### src/rtl/mcp3002_follower_pkg.sv
// Shared definitions for the MCP3002 follower.
// Contents: FSM state encoding, bit positions of the four command bits
// inside the captured command word, and the default result width.
package mcp3002_follower_pkg;

  localparam int DEFAULT_DATA_BITS = 10;

  // Bit positions inside the 4-bit command word {START, SGL, ODD, MSBF}.
  localparam int CMD_START = 3;
  localparam int CMD_SGL   = 2;
  localparam int CMD_ODD   = 1;
  localparam int CMD_MSBF  = 0;

  typedef enum logic [2:0] {
    ST_IDLE       = 3'd0,
    ST_WAIT_START = 3'd1,
    ST_CONFIG     = 3'd2,
    ST_NULL_BIT   = 3'd3,
    ST_DATA_MSB   = 3'd4,
    ST_DATA_LSB   = 3'd5,
    ST_TRAIL      = 3'd6
  } state_t;

endpackage

### src/rtl/mcp3002_follower_spi_sync_edge.sv
// Multi-bit synchronizer with rise/fall strobes on bit 0.
// Ports:
//   i_clk, i_rst : system clock, asynchronous active-high reset
//   i_async      : WIDTH asynchronous inputs
//   o_sync       : synchronized copies after STAGES flops
//   o_rise/o_fall: registered one-cycle strobes for edges of o_sync[0]
// The strobes lag the pin by STAGES+1 cycles. Only bit 0 gets edge
// detection; the other bits are plain synchronized levels.
module spi_sync_edge #(
  parameter int STAGES = 2,
  parameter int WIDTH  = 1
) (
  input  logic             i_clk,
  input  logic             i_rst,
  input  logic [WIDTH-1:0] i_async,
  output logic [WIDTH-1:0] o_sync,
  output logic             o_rise,
  output logic             o_fall
);

  logic [WIDTH-1:0] r_chain [STAGES];
  logic             r_prev;

  // Synchronizer chain; everything resets low so a line held low through
  // reset never looks like a falling edge afterwards.
  always_ff @(posedge i_clk or posedge i_rst) begin
    if (i_rst) begin
      for (int i = 0; i < STAGES; i++) begin
        r_chain[i] <= '0;
      end
    end else begin
      r_chain[0] <= i_async;
      for (int i = 1; i < STAGES; i++) begin
        r_chain[i] <= r_chain[i-1];
      end
    end
  end

  assign o_sync = r_chain[STAGES-1];

  // Edge strobes on the synchronized bit 0, registered.
  always_ff @(posedge i_clk or posedge i_rst) begin
    if (i_rst) begin
      r_prev <= 1'b0;
      o_rise <= 1'b0;
      o_fall <= 1'b0;
    end else begin
      r_prev <= o_sync[0];
      o_rise <= o_sync[0] & ~r_prev;
      o_fall <= ~o_sync[0] & r_prev;
    end
  end

endmodule

### src/rtl/mcp3002_follower.sv
// MCP3002 10-bit ADC emulator acting as an SPI follower on CLK_50MHz.
// Ports:
//   CLK_50MHz, RESET        : system clock, async active-high reset
//   CLKsample, CS, Din      : SPI leader signals (asynchronous)
//   ch0_value, ch1_value    : channel levels, sampled at the null bit
//   Dout, Dout_en           : result bit and its tri-state enable
//   conv_done               : pulse when the last result bit is driven
//   conv_channel/conv_single: ODD/SGL of the last accepted command
//   conv_count              : completed conversions, wraps at 16 bits
//   frame_error             : pulse when CS rises mid-frame
module mcp3002_follower
  import mcp3002_follower_pkg::*;
#(
  parameter int DATA_BITS   = DEFAULT_DATA_BITS,
  parameter int SYNC_STAGES = 2
) (
  input  logic                 CLK_50MHz,
  input  logic                 RESET,
  input  logic                 CLKsample,
  input  logic                 CS,
  input  logic                 Din,
  input  logic [DATA_BITS-1:0] ch0_value,
  input  logic [DATA_BITS-1:0] ch1_value,
  output logic                 Dout,
  output logic                 Dout_en,
  output logic                 conv_done,
  output logic                 conv_channel,
  output logic                 conv_single,
  output logic [15:0]          conv_count,
  output logic                 frame_error
);

  localparam int IDX_W = $clog2(DATA_BITS);
  localparam logic [IDX_W-1:0] IDX_MAX = IDX_W'(DATA_BITS - 1);

  logic [2:0]           w_sync;
  logic                 w_sclk_rise;
  logic                 w_sclk_fall;
  logic                 w_cs_s;
  logic                 w_din_s;
  logic                 w_cs_fall;
  logic                 w_rise;
  logic                 w_fall;

  state_t               r_state;
  state_t               w_state_next;
  logic [3:0]           r_cmd;
  logic [3:0]           w_cmd_next;
  logic [1:0]           r_cfg_cnt;
  logic [1:0]           w_cfg_next;
  logic [IDX_W-1:0]     r_bit_idx;
  logic [IDX_W-1:0]     w_idx_next;
  logic [DATA_BITS-1:0] r_result;
  logic [DATA_BITS-1:0] w_result_next;
  logic [DATA_BITS-1:0] w_result;
  logic [DATA_BITS:0]   w_diff;
  logic                 r_cs_prev;
  logic                 r_dout;
  logic                 w_dout_next;
  logic                 r_dout_en;
  logic                 w_en_next;
  logic                 r_conv_done;
  logic                 w_done_next;
  logic                 r_frame_error;
  logic                 w_ferr_next;
  logic                 r_conv_channel;
  logic                 w_chan_next;
  logic                 r_conv_single;
  logic                 w_single_next;
  logic [15:0]          r_conv_count;
  logic [15:0]          w_count_next;

  // Bit 0 = CLKsample (edge strobes), bit 1 = CS, bit 2 = Din.
  spi_sync_edge #(
    .STAGES (SYNC_STAGES),
    .WIDTH  (3)
  ) u_sync (
    .i_clk   (CLK_50MHz),
    .i_rst   (RESET),
    .i_async ({Din, CS, CLKsample}),
    .o_sync  (w_sync),
    .o_rise  (w_sclk_rise),
    .o_fall  (w_sclk_fall)
  );

  assign w_cs_s    = w_sync[1];
  assign w_din_s   = w_sync[2];
  assign w_cs_fall = r_cs_prev & ~w_cs_s;
  assign w_rise    = w_sclk_rise & ~w_cs_s;
  assign w_fall    = w_sclk_fall & ~w_cs_s;

  // Conversion result; differential modes subtract one bit wider and
  // clamp to zero when the sign bit is set.
  always_comb begin
    w_diff   = '0;
    w_result = '0;
    if (r_cmd[CMD_SGL]) begin
      w_result = r_cmd[CMD_ODD] ? ch1_value : ch0_value;
    end else begin
      if (r_cmd[CMD_ODD]) begin
        w_diff = {1'b0, ch1_value} - {1'b0, ch0_value};
      end else begin
        w_diff = {1'b0, ch0_value} - {1'b0, ch1_value};
      end
      w_result = w_diff[DATA_BITS] ? '0 : w_diff[DATA_BITS-1:0];
    end
  end

  // Next-state and next-output logic; a CS abort overrides every state.
  always_comb begin
    w_state_next  = r_state;
    w_cmd_next    = r_cmd;
    w_cfg_next    = r_cfg_cnt;
    w_idx_next    = r_bit_idx;
    w_result_next = r_result;
    w_dout_next   = r_dout;
    w_en_next     = r_dout_en;
    w_done_next   = 1'b0;
    w_ferr_next   = 1'b0;
    w_chan_next   = r_conv_channel;
    w_single_next = r_conv_single;
    w_count_next  = r_conv_count;

    if (w_cs_s) begin
      w_state_next = ST_IDLE;
      w_dout_next  = 1'b0;
      w_en_next    = 1'b0;
      case (r_state)
        ST_CONFIG, ST_NULL_BIT, ST_DATA_MSB, ST_DATA_LSB: w_ferr_next = 1'b1;
        default:                                          w_ferr_next = 1'b0;
      endcase
    end else begin
      case (r_state)
        ST_IDLE: begin
          if (w_cs_fall) begin
            w_state_next = ST_WAIT_START;
            w_cmd_next   = 4'b0000;
            w_cfg_next   = 2'd0;
          end else begin
            w_state_next = ST_IDLE;
          end
        end
        ST_WAIT_START: begin
          if (w_rise && w_din_s) begin
            w_state_next          = ST_CONFIG;
            w_cmd_next[CMD_START] = 1'b1;
            w_cfg_next            = 2'd0;
          end else begin
            w_state_next = ST_WAIT_START;
          end
        end
        ST_CONFIG: begin
          if (w_rise) begin
            case (r_cfg_cnt)
              2'd0: begin
                w_cmd_next[CMD_SGL] = w_din_s;
                w_cfg_next          = 2'd1;
              end
              2'd1: begin
                w_cmd_next[CMD_ODD] = w_din_s;
                w_cfg_next          = 2'd2;
              end
              default: begin
                w_cmd_next[CMD_MSBF] = w_din_s;
                w_cfg_next           = 2'd0;
                w_state_next         = ST_NULL_BIT;
                w_chan_next          = r_cmd[CMD_ODD];
                w_single_next        = r_cmd[CMD_SGL];
              end
            endcase
          end else begin
            w_state_next = ST_CONFIG;
          end
        end
        ST_NULL_BIT: begin
          if (w_fall) begin
            w_result_next = w_result;
            w_dout_next   = 1'b0;
            w_en_next     = 1'b1;
            w_idx_next    = IDX_MAX;
            w_state_next  = ST_DATA_MSB;
          end else begin
            w_state_next = ST_NULL_BIT;
          end
        end
        ST_DATA_MSB: begin
          if (w_fall) begin
            w_dout_next = r_result[r_bit_idx];
            if (r_bit_idx == '0) begin
              if (r_cmd[CMD_MSBF]) begin
                w_done_next  = 1'b1;
                w_count_next = r_conv_count + 16'd1;
                w_state_next = ST_TRAIL;
              end else begin
                // LSB-first tail starts at bit 1; bit 0 was just sent.
                w_idx_next   = IDX_W'(1'b1);
                w_state_next = ST_DATA_LSB;
              end
            end else begin
              w_idx_next = r_bit_idx - IDX_W'(1'b1);
            end
          end else begin
            w_state_next = ST_DATA_MSB;
          end
        end
        ST_DATA_LSB: begin
          if (w_fall) begin
            w_dout_next = r_result[r_bit_idx];
            if (r_bit_idx == IDX_MAX) begin
              w_done_next  = 1'b1;
              w_count_next = r_conv_count + 16'd1;
              w_state_next = ST_TRAIL;
            end else begin
              w_idx_next = r_bit_idx + IDX_W'(1'b1);
            end
          end else begin
            w_state_next = ST_DATA_LSB;
          end
        end
        ST_TRAIL: begin
          if (w_fall) begin
            w_dout_next = 1'b0;
          end else begin
            w_dout_next = r_dout;
          end
        end
        default: begin
          w_state_next = ST_IDLE;
          w_dout_next  = 1'b0;
          w_en_next    = 1'b0;
        end
      endcase
    end
  end

  // State and output registers.
  always_ff @(posedge CLK_50MHz or posedge RESET) begin
    if (RESET) begin
      r_state        <= ST_IDLE;
      r_cmd          <= 4'b0000;
      r_cfg_cnt      <= 2'd0;
      r_bit_idx      <= '0;
      r_result       <= '0;
      r_cs_prev      <= 1'b0;
      r_dout         <= 1'b0;
      r_dout_en      <= 1'b0;
      r_conv_done    <= 1'b0;
      r_frame_error  <= 1'b0;
      r_conv_channel <= 1'b0;
      r_conv_single  <= 1'b0;
      r_conv_count   <= 16'd0;
    end else begin
      r_state        <= w_state_next;
      r_cmd          <= w_cmd_next;
      r_cfg_cnt      <= w_cfg_next;
      r_bit_idx      <= w_idx_next;
      r_result       <= w_result_next;
      r_cs_prev      <= w_cs_s;
      r_dout         <= w_dout_next;
      r_dout_en      <= w_en_next;
      r_conv_done    <= w_done_next;
      r_frame_error  <= w_ferr_next;
      r_conv_channel <= w_chan_next;
      r_conv_single  <= w_single_next;
      r_conv_count   <= w_count_next;
    end
  end

  assign Dout         = r_dout;
  assign Dout_en      = r_dout_en;
  assign conv_done    = r_conv_done;
  assign conv_channel = r_conv_channel;
  assign conv_single  = r_conv_single;
  assign conv_count   = r_conv_count;
  assign frame_error  = r_frame_error;

endmodule

### config.mk
export PLATFORM = sky130hd
export DESIGN_NAME = mcp3002_follower
export DESIGN_NICKNAME = d
export VERILOG_FILES = /design/src/rtl/mcp3002_follower_pkg.sv /design/src/rtl/mcp3002_follower_spi_sync_edge.sv /design/src/rtl/mcp3002_follower.sv
export SDC_FILE = /design/constraint.sdc
export NUM_CORES = 1
export LEC_CHECK = 0
export ABC_AREA = 1
export CAP_MARGIN = 25
export CORE_MARGIN = 3
export CORE_UTILIZATION = 59
export CTS_BUF_LIST = sky130_fd_sc_hd__clkbuf_4
export CTS_CLUSTER_SIZE = 20
export DETAILED_ROUTE_END_ITERATION = 10
export MAX_ROUTING_LAYER = met4
export PLACE_DENSITY = 0.88
export RECOVER_POWER = 50
export SYNTH_ARGS = -nofsm -noshare
export SYNTH_HDL_FRONTEND = slang
export SYNTH_HIERARCHICAL = 1
export SYNTH_SLANG_ARGS = --single-unit
### constraint.sdc
create_clock -name CLK_50MHz -period 2.35 [get_ports CLK_50MHz]
set_input_delay 0.235 -clock CLK_50MHz [delete_from_list [all_inputs] [get_ports CLK_50MHz]]
set_output_delay 0.235 -clock CLK_50MHz [all_outputs]
set_load 0.01 [all_outputs]
# Yosys cells after proc, flatten, opt, wreduce, memory -nomap -nowiden
# Cells that the tools add are included.
# totals
word_cells	150
reg_bits	54
# op_classes
mux	59
n_bitwise	9
eq_ne	31
n_addsub	5
magnitude_cmp	1
reduce_logical	25
# ops
operator	n
2-to-1 mux 16 bit	5
one-hot mux 16 bit (2 select lines)	1
2-to-1 mux 10 bit	3
2-to-1 mux 3 bit	10
2-to-1 mux 4 bit	6
2-to-1 mux 11 bit	2
inequality test 2 bit, second input constant	11
subtractor 10 x 10 -> 11 bit	2
one-hot mux 3 bit (7 select lines)	1
AND reduction 5 bit	4
2-to-1 mux 1 bit	18
adder 16 x 1 -> 16 bit, second input constant	1
AND reduction 7 bit	2
inequality test 4 x 3 -> 1 bit, second input constant	3
one-hot mux 4 bit (3 select lines)	1
2-to-1 mux 2 bit	5
inequality test 2 x 1 -> 1 bit, second input constant	5
== test 3 bit, second input constant	3
AND reduction 4 bit	2
== test 3 x 2 -> 1 bit, second input constant	2
inequality test 3 x 1 -> 1 bit, second input constant	2
one-hot mux 2 bit (3 select lines)	1
one-hot mux 3 bit (2 select lines)	1
AND reduction 3 bit	2
other kinds (25)	37

# Longest topological paths before layout
# logic_depth
ltp_word	6
depth_mapped	16
mapped_depth_nobuf	15

# Hierarchy
# The synthesis kept the hierarchy.
# by_module_without_submodules
mod	cells_per_inst	area_per_inst_um2	seq_area_each_um2	n_inst
mcp3002_follower	537	3721.1	1126.1	1
spi_sync_edge	17	266.5	225.2	1

# Worst setup path before layout
# Ideal clock, no wire load.
# synth_timing
path_type	flip-flop to flip-flop
startpoint	register r_bit_idx[0]
endpoint	register r_conv_count[12] (netlist: conv_count[12])
synth_period_minus_slack_ps	1794
path_stages_with_launch	14
path_slack_ps	556
arrival_ps	1668
required_time_ps	2224
path_buffers	1
cell_sequence	dfrtp_1 -> buf_2 -> clkinv_1 -> ha_1 -> nand2_1 -> nor2_2 -> nand2_1 -> nand2_1 -> nand2_2 -> nor2_2 -> nand2_1 -> nor2_1 -> nand2_1 -> xnor2_1
# synth_via
elab_chain_len	3
# synth_lines
item	line_no	text
start, declared	mcp3002_follower.sv:51	logic [IDX_W-1:0] r_bit_idx;
start signal, assigned	mcp3002_follower.sv:256	r_bit_idx <= w_idx_next;
== test 4 bit / logical NOT 4 bit (equally long branches)	mcp3002_follower.sv:209, mcp3002_follower.sv:189	
inequality test 2 bit (no line)	n/a	
AND reduction 7 bit (no line) *	n/a	
end signal, assigned	mcp3002_follower.sv:265	r_conv_count <= w_count_next;
end, declared	mcp3002_follower.sv:70	logic [15:0] r_conv_count;
# Mark *: on every way between the ends. The rest lies on a longest branch, timed or not.
# A chain may end at the register's enable or synchronous reset.

# Worst setup path after layout
# layout_timing
startpoint	register r_bit_idx[1]
endpoint	register r_conv_count[12] (netlist: conv_count[12])
# Same word-level chain as after synthesis.

==> results.tsv <==
stage	metric	value	unit
run_status	outcome	finished clean	
sta	time the final worst path needs with I/O delays and setup	2090	ps
hold_path	class of the tightest hold or removal check	primary input to async pin	
drt	number of routed nets with antenna violations	0	
clock_tree	buffers inserted during post-CTS setup optimization	0	
floorplanning	placeable core area	6460	um2
drt	Via-to-Cell Ratio	5.44	
final_layout	net total in the final layout	651	
drt	Iteration-0 DRC Markers	316	
logic_synthesis	Syn Std Cell Area	3980	um2
sta	Slew Viols, Final	0	
final_layout	final antenna diode count	0	
critical_path	launching element type of the critical path	register	
critical_path	Largest delay share family, worst path	simple AND/OR/NAND/NOR gates	
critical_path	CP dominant cell by count	nand2_1	
pwr	leakage power figure	2.33	nW
placement	port bufs	46	
floorplanning	I/O pin total	47	
pwr	internal power contribution	0.00123	W
final_layout	signed area change from the synthesized netlist to the final layout	14.7	%
critical_path	required time at the worst-slack endpoint	2620	ps
grt	antenna violations before repair	0	
placement	Place WS	-86.5	ps
pwr	clock network power share	22.6	%
pwr	IR Drop Worst-Case VDD	0.000408	V
grt	largest net degree at the start of global routing	35	
clock_tree	clock net sink count	54	
sta	largest clock skew in the final design	8.93	ps
clock_tree	Clock Pin Slew Worst Setup and Hold Paths	140	ps
placement	post-place instance area	4520	um2
final_layout	filler cell count in the final layout	544	
clock_tree	Clock Tree Buf Depth	2	
critical_path	Critical path buffers and inverters	1	
drt	detailed-route wire length	9.05	mm
drt	number of search-and-repair iterations in the first detailed-routing pass	5	
logic_synthesis	post-synth net total	605	
placement	sum of net half-perimeters after detailed placement	7.20	mm
pwr	power spent charging and discharging nets	0.000524	W
pwr	relative contribution of sequential cells to total power	55.2	%
critical_path	worst endpoint data arrival time	2360	ps
critical_path	CP Capture Type	register	
critical_path	cell-by-cell listing of the critical path	inv_1 -> ha_1 -> nand2_1 -> nor2_2 -> nand2_1 -> nand2_1 -> nand2_2 -> nor2_4 -> nand2_1 -> nor2_2 -> nand2_1 -> xnor2_1	
sta	share of the clock period used by the worst path after layout	89.0	%
grt	remaining global-route overflow	0	
final_layout	final instance area	4570	um2
sta	transition time at the pin with the least slew margin	836	ps
sta	maximum frequency from static timing analysis	478	MHz
critical_path	standard cell with the maximum stage delay on the critical path	dfrtp_2	
sta	Max-slew headroom	44.3	%
floorplanning	initial standard-cell utilization of the core	61.6	%
critical_path	maximum fanout encountered on the critical timing path	8	
critical_path	startpoint of the most critical register-to-register path	r_bit_idx[1]	
floorplanning	floorplan die width	88.1	um
drt	DRC violations left	0	
placement	Post-Place Cells	669	
sta	RSZ-0062 raised after global routing	no	
sta	Fin Setup TNS	0	ps
final_layout	Final Instance Count excl. Fillers	677	
sta	worst hold slack across all endpoints	298	ps
clock_tree	CTS tree	built	
clock_tree	total of hold buffers inserted after clock tree synthesis	0	
critical_path	first element of the critical path	r_bit_idx[1]	
grt	vias in the first global route	3489	
pwr	Power per Cell Area	384	nW/um2
sta	Final Hold Vio Count	0	
grt	global-route wire length before repair	15.7	mm
clock_tree	cts bufs inserted	5	
clock_tree	clock root buffer	clkbuf_4	
clock_tree	CTS H-tree depth	2	
logic_synthesis	number of warnings reported in the yosys synthesis log	6	
pwr	part of the total power dissipated in combinational logic	22.2	%
drt	average wire length per cell after detail routing	13.4	um
sta	Final Worst Setup Slack	257	ps
flow_run	max cap viols	0	
critical_path	type of the worst setup path	register to register	
clock_tree	latest clock arrival within the worst-skew pair	360	ps
critical_path	peak per-stage delay on the critical path	500	ps
floorplanning	standard-cell row count	29	
sta	endpoints failing setup	0	
clock_tree	post-cts resize count	0	
drt	total number of vias	3684	
final_layout	fraction of layout cells with a size suffix above 1	7.17	%
pwr	switching share of power	29.9	%
logic_synthesis	cell count after synthesis	553	
logic_synthesis	mean post-synth cell area	7.20	um2
floorplanning	die area	7770	um2
floorplanning	Die H	88.1	um
placement	global placer's final weighted congestion	0.979	
grt	Overall Global Routing Usage	25.8	%
==> state kept, by name, summed over array words and instances (netlist names), 2 cells and up <==
signal / cells
r_bit_idx: 4
r_cfg_cnt: 2
r_state: 3
conv_count: 16
u_sync/r_chain: 3
r_result: 10
u_sync/o_sync: 3
r_cmd: 3
==> power groups by stage <==
stage	registers (W)	clock network, W	logic [W]
floorplan	0.000973	0	0.000273
global placement	0.000983	0	0.000374
detailed placement	0.000984	0	0.000388
CTS	0.000967	0.000408	0.000390
global route	0.000971	0.000443	0.000442
finish	0.000967	0.000396	0.000389
==> per-stage QoR <==
stage               power, W  util, %
floorplan            0.00125        -
global placement     0.00136     70.0
detailed placement   0.00137     70.0
CTS                  0.00177     70.8
global route         0.00186     70.7
finish               0.00175     70.7
==> worst paths after layout <==
kind	endpoint	slack [ps]	cells after the start
max in group asynchronous	r_bit_idx[1]	910	3
max reg2reg	conv_count[12]	260	12
min reg2reg	u_sync/o_sync[2]	370	0
min	conv_count[1]	300	2
max	conv_count[12]	260	12
min in group CLK_50MHz	u_sync/o_sync[2]	370	0
==> cell usage in the layout (no fill, tap or decap), types with 2 or more instances in the layout <==
master	n
xnor2_1	9
buf_4	10
nand2_1	140
nand4_1	7
nor2_1	45
clkinv_1	3
ha_1	25
o211ai_1	2
clkdlybuf4s50_1	42
xor2_1	17
clkbuf_4	6
nand3_1	34
nand2_2	4
fa_1	2
o22ai_1	6
a21oi_1	28
o21ai_0	41
clkinv_2	2
nor4_1	2
nor2_4	3
dfrtp_1	53
dlygate4sd3_1	4
nor3b_1	2
nor2_2	9
nor3_1	6
inv_1	81
==> final cells by class <==
cell class	instances	area, um2	area share [%]
flip-flops and latches	54	1350	29.6
multi-input cells	395	2200	48.1
inverters	86	327	7.15
well taps	77	96.3	2.11
clock inverters	2	8.76	0.192
repair buffers	57	541	11.8
clock buffers	6	45.0	0.987
==> per-layer routing <==
layer	track usage [%]	routed length, um	vias up
li1	-	-	1846
met1	35.3	4160	1709
met2	41.5	4300	119
met3	3.86	535	10
met4	4.67	61	0
met5	-	0	-
Note: power is estimated with default switching activity, not from simulation.
